File: src/rtl/core_ma_lsu_split_access.sv
// MA-stage load/store engine: splits each core access into one or two bus-aligned
// Avalon-MM beats, reassembles and extends read data, returns one response per request.
//  state | meaning
//  IDLE  | ready for a core request
//  SEND  | presenting beat[sent_cnt] on the Avalon command channel
//  WAIT  | all commands accepted, collecting outstanding read beats
//  RESP  | one-cycle registered response to the core
module core_ma_lsu_split_access #(
    parameter int DATA_BYTES = 4,
    parameter int ADDR_W     = 32
) (
    input  logic                    i_clk,
    input  logic                    i_rest,
    input  logic                    i_req_valid,
    output logic                    o_req_ready,
    input  logic [ADDR_W-1:0]       i_req_addr,
    input  logic [8*DATA_BYTES-1:0] i_req_wdata,
    input  logic                    i_req_read,
    input  logic                    i_req_write,
    input  logic [3:0]              i_req_len,
    input  logic                    i_req_unsigned,
    output logic                    o_resp_valid,
    output logic [8*DATA_BYTES-1:0] o_resp_rdata,
    output logic                    o_resp_err,
    output logic [ADDR_W-1:0]       o_avl_m0_address,
    output logic                    o_avl_m0_read,
    output logic                    o_avl_m0_write,
    output logic [DATA_BYTES-1:0]   o_avl_m0_byte_en,
    output logic [8*DATA_BYTES-1:0] o_avl_m0_write_data,
    input  logic                    i_avl_m0_request_ready,
    input  logic [8*DATA_BYTES-1:0] i_avl_m0_read_data,
    input  logic                    i_avl_m0_read_data_valid
);
    localparam int DW  = 8*DATA_BYTES;
    localparam int OFF = $clog2(DATA_BYTES);
    localparam logic [1:0] S_IDLE = 2'd0;
    localparam logic [1:0] S_SEND = 2'd1;
    localparam logic [1:0] S_WAIT = 2'd2;
    localparam logic [1:0] S_RESP = 2'd3;
    localparam logic [2*DATA_BYTES-1:0] ONE2 = 1;
    localparam logic [ADDR_W-1:0]       STEP = ADDR_W'(DATA_BYTES);

    logic [1:0]          r_state;
    logic [ADDR_W-1:0]   r_addr;
    logic [DW-1:0]       r_wdata;
    logic [3:0]          r_len;
    logic                r_read;
    logic                r_unsigned;
    logic                r_two;
    logic                r_sent_cnt;
    logic [1:0]          r_rcv_cnt;
    logic [DW-1:0]       r_buf0;
    logic [DW-1:0]       r_buf1;
    logic                r_resp_valid;
    logic                r_resp_err;
    logic [DW-1:0]       r_resp_rdata;

    logic                w_hs;
    logic                w_legal;
    logic                w_split_in;
    logic [OFF-1:0]      w_off;
    logic [2*DATA_BYTES-1:0] w_mask2;
    logic [2*DATA_BYTES-1:0] w_be2;
    logic [2*DW-1:0]     w_wd2;
    logic [ADDR_W-1:0]   w_a0;
    logic [ADDR_W-1:0]   w_a1;
    logic                w_beat_in;
    logic [DW-1:0]       w_buf0_n;
    logic [DW-1:0]       w_buf1_n;
    logic [1:0]          w_rcv_n;
    logic [1:0]          w_nbeats;
    logic [DW-1:0]       w_raw;
    logic                w_sign;
    logic [DW-1:0]       w_ext;
    logic [1:0]          w_state_n;

    assign w_hs       = i_req_valid && (r_state == S_IDLE);
    assign w_legal    = ((i_req_len == 4'd1) || (i_req_len == 4'd2) || (i_req_len == 4'd4) ||
                         (i_req_len == 4'd8)) && (int'(i_req_len) <= DATA_BYTES) &&
                        (i_req_read ^ i_req_write);
    assign w_split_in = (int'(i_req_addr[OFF-1:0]) + int'(i_req_len)) > DATA_BYTES;

    // Both beats come from one double-width shift: low half is beat0, high half is beat1.
    assign w_off   = r_addr[OFF-1:0];
    assign w_mask2 = (ONE2 << r_len) - ONE2;
    assign w_be2   = w_mask2 << w_off;
    assign w_wd2   = {{DW{1'b0}}, r_wdata} << {w_off, 3'b000};
    assign w_a0    = {r_addr[ADDR_W-1:OFF], {OFF{1'b0}}};
    assign w_a1    = w_a0 + STEP;

    assign o_avl_m0_address    = r_sent_cnt ? w_a1 : w_a0;
    assign o_avl_m0_byte_en    = r_sent_cnt ? w_be2[2*DATA_BYTES-1:DATA_BYTES] : w_be2[DATA_BYTES-1:0];
    assign o_avl_m0_write_data = r_sent_cnt ? w_wd2[2*DW-1:DW] : w_wd2[DW-1:0];
    assign o_avl_m0_read       = (r_state == S_SEND) && r_read;
    assign o_avl_m0_write      = (r_state == S_SEND) && !r_read;
    assign o_req_ready         = (r_state == S_IDLE);
    assign o_resp_valid        = r_resp_valid;
    assign o_resp_rdata        = r_resp_rdata;
    assign o_resp_err          = r_resp_err;

    assign w_beat_in = ((r_state == S_SEND) || (r_state == S_WAIT)) &&
                       i_avl_m0_read_data_valid && (r_rcv_cnt != 2'd2);
    assign w_buf0_n  = (w_beat_in && (r_rcv_cnt == 2'd0)) ? i_avl_m0_read_data : r_buf0;
    assign w_buf1_n  = (w_beat_in && (r_rcv_cnt == 2'd1)) ? i_avl_m0_read_data : r_buf1;
    assign w_rcv_n   = r_rcv_cnt + {1'b0, w_beat_in};
    assign w_nbeats  = r_two ? 2'd2 : 2'd1;

    // Merge uses the next-buffer values so the final beat can complete in the same cycle.
    assign w_raw = DW'({(r_two ? w_buf1_n : {DW{1'b0}}), w_buf0_n} >> {w_off, 3'b000});

    always_comb begin
        w_sign = 1'b0;
        case (r_len)
            4'd1:    w_sign = w_raw[7];
            4'd2:    w_sign = w_raw[15];
            4'd4:    w_sign = w_raw[31];
            default: w_sign = w_raw[DW-1];
        endcase
        w_sign = w_sign & ~r_unsigned;
        w_ext  = '0;
        for (int i = 0; i < DATA_BYTES; i++) begin
            w_ext[8*i +: 8] = (i < int'(r_len)) ? w_raw[8*i +: 8] : {8{w_sign}};
        end
    end

    always_comb begin
        w_state_n = r_state;
        case (r_state)
            S_IDLE: if (w_hs) w_state_n = w_legal ? S_SEND : S_RESP;
            S_SEND: begin
                if (i_avl_m0_request_ready && (r_sent_cnt == r_two)) begin
                    if (!r_read || (w_rcv_n == w_nbeats)) w_state_n = S_RESP;
                    else                                  w_state_n = S_WAIT;
                end
            end
            S_WAIT:  if (w_rcv_n == w_nbeats) w_state_n = S_RESP;
            default: w_state_n = S_IDLE;
        endcase
    end

    always_ff @(posedge i_clk or negedge i_rest) begin
        if (!i_rest) begin
            r_state      <= S_IDLE;
            r_addr       <= '0;
            r_wdata      <= '0;
            r_len        <= '0;
            r_read       <= 1'b0;
            r_unsigned   <= 1'b0;
            r_two        <= 1'b0;
            r_sent_cnt   <= 1'b0;
            r_rcv_cnt    <= '0;
            r_buf0       <= '0;
            r_buf1       <= '0;
            r_resp_valid <= 1'b0;
            r_resp_err   <= 1'b0;
            r_resp_rdata <= '0;
        end else begin
            r_state      <= w_state_n;
            r_buf0       <= w_buf0_n;
            r_buf1       <= w_buf1_n;
            r_resp_valid <= (w_state_n == S_RESP);
            case (r_state)
                S_IDLE: begin
                    r_sent_cnt <= 1'b0;
                    r_rcv_cnt  <= '0;
                    if (w_hs) begin
                        r_addr       <= i_req_addr;
                        r_wdata      <= i_req_wdata;
                        r_len        <= i_req_len;
                        r_read       <= i_req_read;
                        r_unsigned   <= i_req_unsigned;
                        r_two        <= w_split_in;
                        r_resp_err   <= !w_legal;
                        r_resp_rdata <= '0;
                    end
                end
                S_SEND: begin
                    r_rcv_cnt <= w_rcv_n;
                    if (i_avl_m0_request_ready) r_sent_cnt <= 1'b1;
                end
                S_WAIT:  r_rcv_cnt <= w_rcv_n;
                default: ;
            endcase
            if ((r_state != S_IDLE) && (w_state_n == S_RESP))
                r_resp_rdata <= r_read ? w_ext : '0;
        end
    end
endmodule
File: config.mk
export PLATFORM = sky130hd
export DESIGN_NAME = core_ma_lsu_split_access
export DESIGN_NICKNAME = d
export VERILOG_FILES = /design/src/rtl/core_ma_lsu_split_access.sv
export SDC_FILE = /design/constraint.sdc
export NUM_CORES = 1
export LEC_CHECK = 0
export CAP_MARGIN = 10
export CORE_MARGIN = 4
export CORE_UTILIZATION = 60
export CTS_CLUSTER_DIAMETER = 60
export DETAILED_ROUTE_END_ITERATION = 10
export DONT_BUFFER_PORTS = 1
export GPL_TIMING_DRIVEN = 1
export PLACE_DENSITY = 0.8
export SYNTH_ARGS = -nofsm -noshare
export SYNTH_HDL_FRONTEND = slang
export SYNTH_SLANG_ARGS = --single-unit
File: constraint.sdc
create_clock -name i_clk -period 3.6 [get_ports i_clk]
set_input_delay 0.72 -clock i_clk [delete_from_list [all_inputs] [get_ports i_clk]]
set_output_delay 0.72 -clock i_clk [all_outputs]
set_load 0.01 [all_outputs]
==> results.json <==
{
  "run_status": "finished, violations left",
  "violations": "hold timing",
  "fillers": 1159,
  "drive_gt1_share_pct": 21.82,
  "ys_seq_elements": 166,
  "setup.worst_path.end_class": "output pin",
  "cts_root_buf": "clkbuf_16",
  "final_cell_mix": "dfrtp_1 (163), mux2_2 (108), nand2_1 (94)",
  "dp_cells": 1111,
  "synth_cell_types": 64,
  "ys_seq_area_share_pct": 44.43,
  "drc": 0,
  "gp_congestion": 0.9047,
  "slew_headroom_pct": 35.08,
  "maxCapViolCount": 0,
  "grt_start_max_net_pins": 167,
  "synth-xor-area-share_pct": 3.279,
  "total_power_uw": 11340,
  "final_nets": 1041,
  "worstPathMaxFanout": 14,
  "coreArea_sq_mm": 0.01526,
  "synthArstFlopShare_pct": 100.0,
  "dr.pass1.iters": 5,
  "globalRouteTotalUtil_pct": 28.24,
  "power_leakage_uw": 0.004577,
  "yosys.area.top_type_share_pct": 44.43,
  "yosysTopAreaCell": "dfrtp_1",
  "viasPerCell": 6.406,
  "muxShareOfSynthArea_pct": 19.79,
  "yosysWarnings": 0,
  "final_common_cell": "dfrtp_1",
  "synth_area_leaders": "dfrtp_1 (44%), mux2_2 (13%), mux2i_1 (6.4%)",
  "fin_cells": 1146,
  "drt-total-wl_mm": 25.09,
  "setup_viol": 0,
  "cp.arrival_ns": 2.73,
  "grt_pass1_vias": 7503,
  "endpoint": "o_avl_m0_byte_en[1]",
  "synth_top_family_by_area": "multiplexers",
  "cts_sinks": 166,
  "period_share_pct": 95.86,
  "portBuffers": 0,
  "hold_class": "in -> async",
  "synth_flop_cell": "dfrtp_1",
  "required_ns": 2.88,
  "cts_buffers": 17,
  "syn_area_per_cell_sq_um": 10.20,
  "powerDensity_mw_per_mm2": 1091,
  "slew_violations": 0,
  "path_class": "reg -> out",
  "fp-row-count": 45,
  "tns_ns": 0,
  "io_pins": 213,
  "cp-start-kind": "register",
  "antenna_cells": 0,
  "grt_pass1_wl_mm": 39.96,
  "die_y_um": 132.8,
  "cts.htree.levels": 4,
  "clk_path_buf_depth": 2,
  "synthCells": 917,
  "reg2reg_depth": 9,
  "clkTransAtPathRegs_ns": 0.07,
  "vdd_drop_max_mv": 0.5829,
  "hold_slack_ns": -0.01950,
  "cts_tree": "yes",
  "antenna_left": 0,
  "worst_slew_pin_slew_ns": 0.9738,
  "hpwl_mm": 17.41,
  "antenna_found_initial": 1,
  "finalCriticalPeriod_ns": 3.451,
  "wl_per_cell_um": 21.90,
  "start_util_pct": 61.27,
  "dp_slack_ns": 0.2907,
  "area_growth_pct": 11.17,
  "synthAdderAreaFrac_pct": 1.419,
  "syn_area_sq_mm": 0.009349,
  "clk_latency_ns": 0.43,
  "fin_worst_skew_ns": 0.009198,
  "fin_ws_ns": 0.1489,
  "rrSetupSlack_ns": 0.38,
  "overflow": 0,
  "hold_viol": 34,
  "dieArea_sq_mm": 0.01764,
  "synthSimpleGateAreaFrac_pct": 10.80,
  "drt_iter0_markers": 459,
  "r2r-start": "r_state[0]",
  "worstReg2RegEnd": "o_resp_rdata[5]",
  "vias": 7341,
  "synth_edf_count": 0,
  "final_util_pct": 68.12,
  "synth_compound_area_share_pct": 16.15,
  "die_w_um": 132.8,
  "startpoint": "r_len[0]",
  "fmax_ghz": 0.2898
}
worst min path at each step:
stage / start / to / slack [ns] / cells past startpoint
after detailed placement: i_rest / r_wdata[10] / 0.43 / 0
after global placement: i_rest / r_wdata[10] / 0.43 / 0
after global routing: i_rest / r_wdata[10] / -0.04 / 0
final: i_rest / r_wdata[10] / -0.02 / 0
after CTS: i_rest / r_wdata[10] / -0.03 / 0
after floorplan: i_rest / o_resp_err / 0.42 / 0
cell type report:
type                    instances  area (sq um)  area share, %
inverters                      37         138.9          1.336
flip-flops and latches        166          4158          40.00
multi-input cells             656          4881          46.96
clock buffers                  20         456.7          4.394
clock inverters                11         147.6          1.420
well taps                     211         264.0          2.540
repair buffers                 45         347.8          3.347
timing repair:
item | CTS | global route
gates cloned | 0 | 0
setup buffers | 0 | 4
endpoints found under the hold margin | 166 | 166
setup endpoints to repair | 4 | 7
pin swaps | 0 | 1
gates resized for setup | 4 | 8
cell usage after synthesis (all sizes together), types with 11 or more instances:
cell    count
a21oi      42
a22o       11
a22oi      13
and2       14
buf        25
clkbuf     34
dfrtp     166
inv        37
mux2      109
mux2i      60
nand2      95
nand3      13
nor2       54
o211a      12
o211ai     15
o21ai      49
o31ai      16
xnor2      20
xor2       15
power breakdown:
part	internal (uW)	switching [uW]	leakage (uW)	total (uW)
registers	2740	837	0.00203	3570
clock network	1130	752	0.000297	1880
logic	2560	3330	0.00225	5890
state kept, by name, summed over array words and instances (netlist names):
| signal | count |
|---|---|
| o_resp_err | 1 |
| o_resp_rdata | 32 |
| o_resp_valid | 1 |
| r_addr | 32 |
| r_buf0 | 32 |
| r_buf1 | 24 |
| r_len | 4 |
| r_rcv_cnt | 2 |
| r_read | 1 |
| r_sent_cnt | 1 |
| r_state | 2 |
| r_two | 1 |
| r_unsigned | 1 |
| r_wdata | 32 |
cell families (layout without fill, tap and decap cells):
group,count (synthesis),count (layout)
AO/OA/AOI/OAI,217,217
XOR/XNOR,35,35
adder cells (fa/ha/maj),10,10
buffers and inverters,96,113
flip-flops,166,166
multiplexers,170,170
other,1,2
AND/OR/NAND/NOR,222,222
layer usage:
metal  track usage (%)  vias to the layer above  wire length [um]
li1                  -                     3317                 -
met1             34.28                     3639              9732
met2             46.08                      325             12080
met3             10.68                       58              2507
met4             10.33                        2               754
met5                 0                        -                13
stage by stage:
step,hold slack (ns),area [sq um]
after global placement,0.4277,9728
after global routing,-0.03802,10390
after detailed placement,0.4270,9728
after floorplan,0.4244,9353
after CTS,-0.03283,10340
final,-0.01950,10390
worst max-delay path, cell delays in order, from the launching register on:
cell	delay [ns]
dfrtp_1	0.67
nor2_2	0.11
inv_1	0.13
ha_4	0.20
clkbuf_2	0.18
nand3b_1	0.08
a211oi_1	0.28
nor2_1	0.09
mux2_2	0.26
a22o_2	0.30
No activity file was read; power rests on OpenSTA's default activity.
